==> src/rtl/fp32_to_bf16_narrow.sv <==
// fp32_to_bf16_narrow
// Two-stage fp32 -> bf16 narrowing unit. Stage 1 captures the fp32 word and
// pre-decides classification and the rounding increment; stage 2 holds the
// finished bf16 result and its flags until the consumer takes it. Inexact and
// overflow events on delivered results feed two saturating counters.
module fp32_to_bf16_narrow #(
    parameter int ROUND_MODE = 0,
    parameter int CNT_W      = 16
) (
    input  logic             clk,
    input  logic             rst,
    input  logic             in_valid,
    output logic             in_ready,
    input  logic [31:0]      in_data,
    output logic             out_valid,
    input  logic             out_ready,
    output logic [15:0]      out_data,
    output logic             out_inexact,
    output logic             out_overflow,
    input  logic             stat_clr,
    output logic [CNT_W-1:0] inexact_cnt,
    output logic [CNT_W-1:0] ovf_cnt
);

    logic        s1_valid;
    logic [15:0] s1_upper;
    logic        s1_nan;
    logic        s1_inf;
    logic        s1_inc;
    logic        s1_inexact;

    logic        s2_valid;
    logic        s2_adv;
    logic        out_fire;

    logic        exp_all_ones;
    logic        pre_nan;
    logic        pre_inf;
    logic        pre_inc;
    logic        pre_inexact;

    logic [15:0] rounded;
    logic [15:0] rnd_data;
    logic        rnd_inexact;
    logic        rnd_overflow;

    // Stage 2 may advance when empty or when its result is being taken;
    // stage 1 may accept when empty or when it can move into stage 2.
    assign s2_adv    = !s2_valid || out_ready;
    assign in_ready  = !s1_valid || s2_adv;
    assign out_valid = s2_valid;
    assign out_fire  = s2_valid && out_ready;

    // Classify the incoming word and decide the rounding increment up front
    always_comb begin
        exp_all_ones = &in_data[30:23];
        pre_nan      = exp_all_ones && (|in_data[22:0]);
        pre_inf      = exp_all_ones && !(|in_data[22:0]);
        pre_inexact  = |in_data[15:0];
        pre_inc      = 1'b0;
        if (ROUND_MODE == 0) begin
            pre_inc = in_data[15] && ((|in_data[14:0]) || in_data[16]);
        end
    end

    // Stage 1 register: keep only the upper half plus the precomputed decisions
    always_ff @(posedge clk) begin
        if (rst) begin
            s1_valid   <= 1'b0;
            s1_upper   <= 16'h0000;
            s1_nan     <= 1'b0;
            s1_inf     <= 1'b0;
            s1_inc     <= 1'b0;
            s1_inexact <= 1'b0;
        end else if (in_ready) begin
            s1_valid <= in_valid;
            if (in_valid) begin
                s1_upper   <= in_data[31:16];
                s1_nan     <= pre_nan;
                s1_inf     <= pre_inf;
                s1_inc     <= pre_inc;
                s1_inexact <= pre_inexact;
            end
        end
    end

    // Apply the increment (carry may ripple into the exponent) and resolve specials
    always_comb begin
        rounded      = s1_upper + {15'd0, s1_inc};
        rnd_data     = rounded;
        rnd_inexact  = s1_inexact;
        rnd_overflow = &rounded[14:7];
        if (s1_nan) begin
            rnd_data     = 16'h7FFF;
            rnd_inexact  = 1'b0;
            rnd_overflow = 1'b0;
        end else if (s1_inf) begin
            rnd_data     = {s1_upper[15], 8'hFF, 7'h00};
            rnd_inexact  = 1'b0;
            rnd_overflow = 1'b0;
        end
    end

    // Stage 2 register: result and flags hold steady while the consumer stalls
    always_ff @(posedge clk) begin
        if (rst) begin
            s2_valid     <= 1'b0;
            out_data     <= 16'h0000;
            out_inexact  <= 1'b0;
            out_overflow <= 1'b0;
        end else if (s2_adv) begin
            s2_valid <= s1_valid;
            if (s1_valid) begin
                out_data     <= rnd_data;
                out_inexact  <= rnd_inexact;
                out_overflow <= rnd_overflow;
            end
        end
    end

    // Inexact event counter: clear wins over increment, sticks at all-ones
    always_ff @(posedge clk) begin
        if (rst) begin
            inexact_cnt <= '0;
        end else if (stat_clr) begin
            inexact_cnt <= '0;
        end else if (out_fire && out_inexact && (inexact_cnt != {CNT_W{1'b1}})) begin
            inexact_cnt <= inexact_cnt + CNT_W'(1);
        end
    end

    // Overflow event counter: clear wins over increment, sticks at all-ones
    always_ff @(posedge clk) begin
        if (rst) begin
            ovf_cnt <= '0;
        end else if (stat_clr) begin
            ovf_cnt <= '0;
        end else if (out_fire && out_overflow && (ovf_cnt != {CNT_W{1'b1}})) begin
            ovf_cnt <= ovf_cnt + CNT_W'(1);
        end
    end

endmodule
==> config.mk <==
export PLATFORM = sky130hd
export DESIGN_NAME = fp32_to_bf16_narrow
export DESIGN_NICKNAME = d
export VERILOG_FILES = /design/src/rtl/fp32_to_bf16_narrow.sv
export SDC_FILE = /design/constraint.sdc
export NUM_CORES = 1
export LEC_CHECK = 0
export ABC_AREA = 1
export BUFFER_PORTS_ARGS = -buffer_cell sky130_fd_sc_hd__buf_2
export CAP_MARGIN = 20
export CORE_UTILIZATION = 58
export CTS_CLUSTER_SIZE = 25
export DETAILED_ROUTE_END_ITERATION = 12
export HOLD_SLACK_MARGIN = 0.06
export MAX_ROUTING_LAYER = met4
export PLACE_DENSITY_LB_ADDON = 0.12
export SLEW_MARGIN = 20
export SYNTH_ARGS = -nofsm -noshare
export SYNTH_HDL_FRONTEND = slang
export SYNTH_SLANG_ARGS = --single-unit
==> constraint.sdc <==
create_clock -name clk -period 3 [get_ports clk]
set_input_delay 0.3 -clock clk [delete_from_list [all_inputs] [get_ports clk]]
set_output_delay 0.3 -clock clk [all_outputs]
set_load 0.1 [all_outputs]
# Word level (Yosys, flattened, before mapping)
# Index checks and enable logic that the tools add are counted.
dict set report word_totals {
  word_cells 45
  output_inout_bits 52
  inputBits 37
  ff_bits 72
}
dict set report classes {
  reduce_logical 22
  n_eq_ne 2
  addsub 3
  mux 6
}
# op count
set op_table {}
lappend op_table {{$add A16 B1 Y16 const B} 2}
lappend op_table {{$mux W16} 2}
lappend op_table {{$ne A16 B16 Y1 const B} 2}
lappend op_table {{$reduce_or A23 Y1} 1}
lappend op_table {{$add A16 B1 Y16} 1}
lappend op_table {{$reduce_and A8 Y1} 2}
lappend op_table {{$reduce_or A16 Y1} 1}
lappend op_table {{$reduce_or A15 Y1} 1}
lappend op_table {{$logic_and A1 B1 Y1} 8}
lappend op_table {{$mux W1} 4}
lappend op_table {{$reduce_and A2 Y1} 2}
lappend op_table {{$logic_not A1 Y1} 3}
lappend op_table {{$logic_or A1 B1 Y1} 3}
lappend op_table {{$reduce_or A2 Y1} 1}

# Longest topological paths before layout
dict set report depth {
  depth_word 4
  depth_mapped 10
  ltp_nobuf 10
}

# Least setup slack after synthesis
# Ideal clock, no wire load.
dict set report synth_timing {
  path_type {reg2reg}
  from {register s2_valid, in the netlist out_valid}
  to {register s1_inc}
  synth_period_minus_slack_ns 3.078
  path_slack_ns -0.078
  required_time_ns 2.929
  setup_ns 0.071
  arrival_time_ns 3.007
  path_buffers 1
  stages_incl_launch_ff 6
  cell_sequence {dfxtp_1 nand3_1 nand2_1 clkbuf_1 nand2_1 a21oi_1}
}
dict set report synth_via {
  elab_chain_cells 4
}
# element line_no
set synth_rtl {}
lappend synth_rtl {{start, declared} 32} ;# logic s2_valid;
lappend synth_rtl {{start signal, assigned} 112} ;# s2_valid <= s1_valid;
lappend synth_rtl {{$logic_not A1 Y1} 49} ;# assign s2_adv = !s2_valid || out_ready;
lappend synth_rtl {{$logic_or A1 B1 Y1} 49}
lappend synth_rtl {{$logic_or A1 B1 Y1} 50} ;# assign in_ready = !s1_valid || s2_adv;
lappend synth_rtl {{net in_ready} 13} ;# output logic in_ready,
lappend synth_rtl {{$reduce_and A2 Y1 (no source line)} n/a}
lappend synth_rtl {{end signal, assigned} 81} ;# s1_inc <= pre_inc;
lappend synth_rtl {{end, declared} 29} ;# logic s1_inc;
# The timed path passes the listed nets, and every way through them passes these cells.
# A chain may end at the register's enable or synchronous reset.

# Final worst setup path
dict set report layout_timing {
  from {register inexact_cnt[0]}
  to {register inexact_cnt[0]}
}
dict set report layout_via {
  elab_chain_cells 2
  elab_cells_between_ends 3
  classes_between {add/sub: 1; eq/ne: 1; reduce/logical: 1}
}
# element line_no
set layout_rtl {}
lappend layout_rtl {{start, declared} 21} ;# output logic [CNT_W-1:0] inexact_cnt,
lappend layout_rtl {{start signal, assigned} 128} ;# inexact_cnt <= inexact_cnt + CNT_W'(1);
lappend layout_rtl {{branches (longest 2 deep; another with $add A16 B1 Y16)} n/a}
# Several ways; the timed one is not identified.

==> key figures <==
STA
  • Rel. slew slack: 51.5%
  • Max Clock Freq: 0.552 GHz
  • Final Cycle Share: 60.3%
  • Setup_tns: 0 ns
  • Fin. Hold Viols: 0
  • Minimum clock period: 1.81 ns
  • Final Max Tran Viols: 0
  • Worst Skew: 0.00519 ns
  • Final Setup Violations: 0
  • Setup ws final: 1.19 ns
  • Worst Tran Pin Value: 0.727 ns
  • RSZ-0062 raised after global routing: no

Route
  • Vias per Instance: 5.36
  • Starting DRC count in detailed routing: 149
  • First-pass DRT Iterations: 5
  • Total length of routed wires: 8680 µm
  • Post-DRT Antenna Nets: 0
  • DRC Markers: 0
  • Routed len/inst: 12.3 µm
  • Vias: 3,775

Critical path
  • CP Class: reg -> reg
  • Crit-path max FO: 18
  • RR Startpoint: inexact_cnt[0]$_SDFFE_PP0P_
  • CP Launch Type: flip-flop
  • R2R Path End: inexact_cnt[0]$_SDFFE_PP0P_
  • R2R depth: 9
  • Worst path required time: 3.22 ns
  • Critical Path AT: 2.03 ns
  • Critical Path End Type: flip-flop
  • R2R setup slack: 1.19 ns

Floorplanning
  • Die area: 0.00663 mm²
  • Boundary Pins: 89
  • Starting density of the core: 61.0%
  • Rows: 28
  • Core Area: 0.00599 mm²
  • Chip width: 81.4 µm
  • Die height: 81.4 µm

Clocking
  • Root Buffer: clkbuf_8
  • Clock-pin slew on the worst setup and hold paths: 0.07 ns
  • Clk sinks: 72
  • Clock latency on the worst-skew pair: 0.35 ns
  • Postcts setup bufs: 0
  • Post-cts resize count: 0
  • CTS H-Tree Depth: 3
  • Hold_buf cts: 0
  • CTS tree: yes
  • CTS Buf Count: 9
  • Clock tree buffer depth: 2

Placement
  • Dpl ws: 1.21 ns
  • Dpl hpwl: 6600 µm
  • Port bufs: 88
  • Placed Cells: 690
  • DP Area: 0.00414 mm²
  • GPL Wtd Cong: 0.869

Layout
  • Nets: 667
  • Post-route design area: 0.00429 mm²
  • Antenna fix cells: 0
  • Most frequent cells in the layout: nand2_1, buf_2, nor2_1
  • Area Growth Syn to Fin: 17.4%
  • Final cell count without fillers: 704
  • Commonest non-fill, non-tap cell in the layout: nand2_1
  • Share of cells above drive strength 1: 18.6%

Yosys
  • Cells after Synth: 538
  • Ys flop type: dfxtp_1
  • Yosys cell types: 34
  • Area leader, netlist: dfxtp_1
  • Synth area leaders: dfxtp_1, nand2_1, nor2_1
  • Sequential fraction of the synthesis area: 39.4%
  • EDFF count, synth: 0
  • Mapped Nets: 579
  • Asr flop ratio synth: 0%
  • Synth Warn #: 0
  • Post-synth top area share: 39.4%
  • Post-synthesis register bit count: 72
  • Syn_area_per_cell: 6.80 µm²
  • Mapped cell area: 0.00366 mm²

Global routing
  • Largest net degree at the start of global routing: 31
  • Total gr overflow: 0
  • All-Layer GR Usage: 28.5%
  • First-pass GRT wire length: 14,000 µm
  • Antenna violations before repair: 0
  • Vias in the first global route: 3,298

Outcome
  • Outcome: complete, no violations

Pwr
  • Total power: 1.94 mW
  • PwrDens: 452 mW/mm²
  • Peak supply drop: 0.255 mV
  • Leakage power: 1.87 nW

Worst hold path
  • Hold_sp: in_data[15]
  • Hold crit path type: in -> reg
  • WHS Path Cells: 3
  • Hold endpoint: s1_inexact$_SDFFE_PP0P_

Run
  • Maxcap violations: 0
registers in the layout, indices dropped and copies added (netlist names):
name          count
out_overflow      1
s1_nan            1
out_data         16
out_valid         1
inexact_cnt      16
out_inexact       1
s1_inc            1
s1_inexact        1
s1_valid          1
s1_upper         16
s1_inf            1
ovf_cnt          16
metal layers:
layer / wire (µm) / vias up / GRT usage (%)
met5: 0 / - / -
met4: 187 / 0 / 12.9
met3: 411 / 18 / 4.61
met2: 4360 / 119 / 49.0
met1: 3720 / 1704 / 32.2
li1: - / 1934 / -
cell families (layout without fill, tap and decap cells):
family / count (synthesis) / in the layout / share of synthesized area, %
flip-flops: 72 / 72 / 39.4
AO/OA/AOI/OAI: 96 / 96 / 14.6
adder cells (fa/ha/maj): 4 / 4 / 1.37
XOR/XNOR: 12 / 12 / 2.87
buffers and inverters: 74 / 165 / 8.25
AND/OR/NAND/NOR: 280 / 280 / 33.5
cell usage after synthesis, types with 2 or more instances:
cell type	count
nand2_4	2
nand4_1	8
nor3_1	15
buf_6	3
ha_1	4
a21oi_1	45
nand3_1	36
nand2_1	123
dfxtp_1	72
inv_1	59
inv_2	2
nand3b_1	2
o221ai_1	3
o211ai_1	5
nand2_2	2
clkbuf_1	9
xnor2_1	6
and3_1	4
o21ai_0	39
nand3_2	2
xor2_1	6
nor2_1	79
how the worst max path moves through the flow:
stage,slack (ns),to,from
floorplan,0.31,s1_inc$_SDFFE_PP0P_,out_valid$_SDFFE_PP0P_
global route,1.01,inexact_cnt[0]$_SDFFE_PP0P_,inexact_cnt[0]$_SDFFE_PP0P_
CTS,1.19,inexact_cnt[0]$_SDFFE_PP0P_,inexact_cnt[0]$_SDFFE_PP0P_
finish,1.19,inexact_cnt[0]$_SDFFE_PP0P_,inexact_cnt[0]$_SDFFE_PP0P_
detailed placement,1.21,inexact_cnt[0]$_SDFFE_PP0P_,inexact_cnt[0]$_SDFFE_PP0P_
global placement,1.31,inexact_cnt[0]$_SDFFE_PP0P_,inexact_cnt[0]$_SDFFE_PP0P_
critical path, cell delays in order, from the launching register on:
cell and delay [ns]:
dfxtp_1 0.42, ha_1 0.26, nand3_2 0.13, nor3_4 0.18, nand2_2 0.10, nand2_2 0.09, nand2_4 0.13, inv_2 0.16
xor2_1 0.16, nor2_1 0.06
where the power goes:
part	total, mW	switching, mW	leakage [nW]	internal, mW
sequential	1.02	0.0251	0.588	0.990
combinational	0.274	0.210	1.20	0.0640
clock	0.651	0.338	0.0794	0.314
total	1.94	0.573	1.87	1.37
metrics by stage:
stage                     util (%)  hold WS, ns
after detailed placement      69.1        0.472
after floorplan                  -        0.420
final                         71.6        0.192
after CTS                     71.6        0.189
after global placement        69.1        0.464
after global routing          71.6        0.206
layout make-up:
class,count,area [µm²]
multi-input combinational,392,1920
fill,533,1700
sequential,72,1440
timing repair buffer,90,455
inverter,61,229
clock buffer,13,149
tap,75,93.8
clock inverter,1,5.00
(Power assumes the default switching activity.)
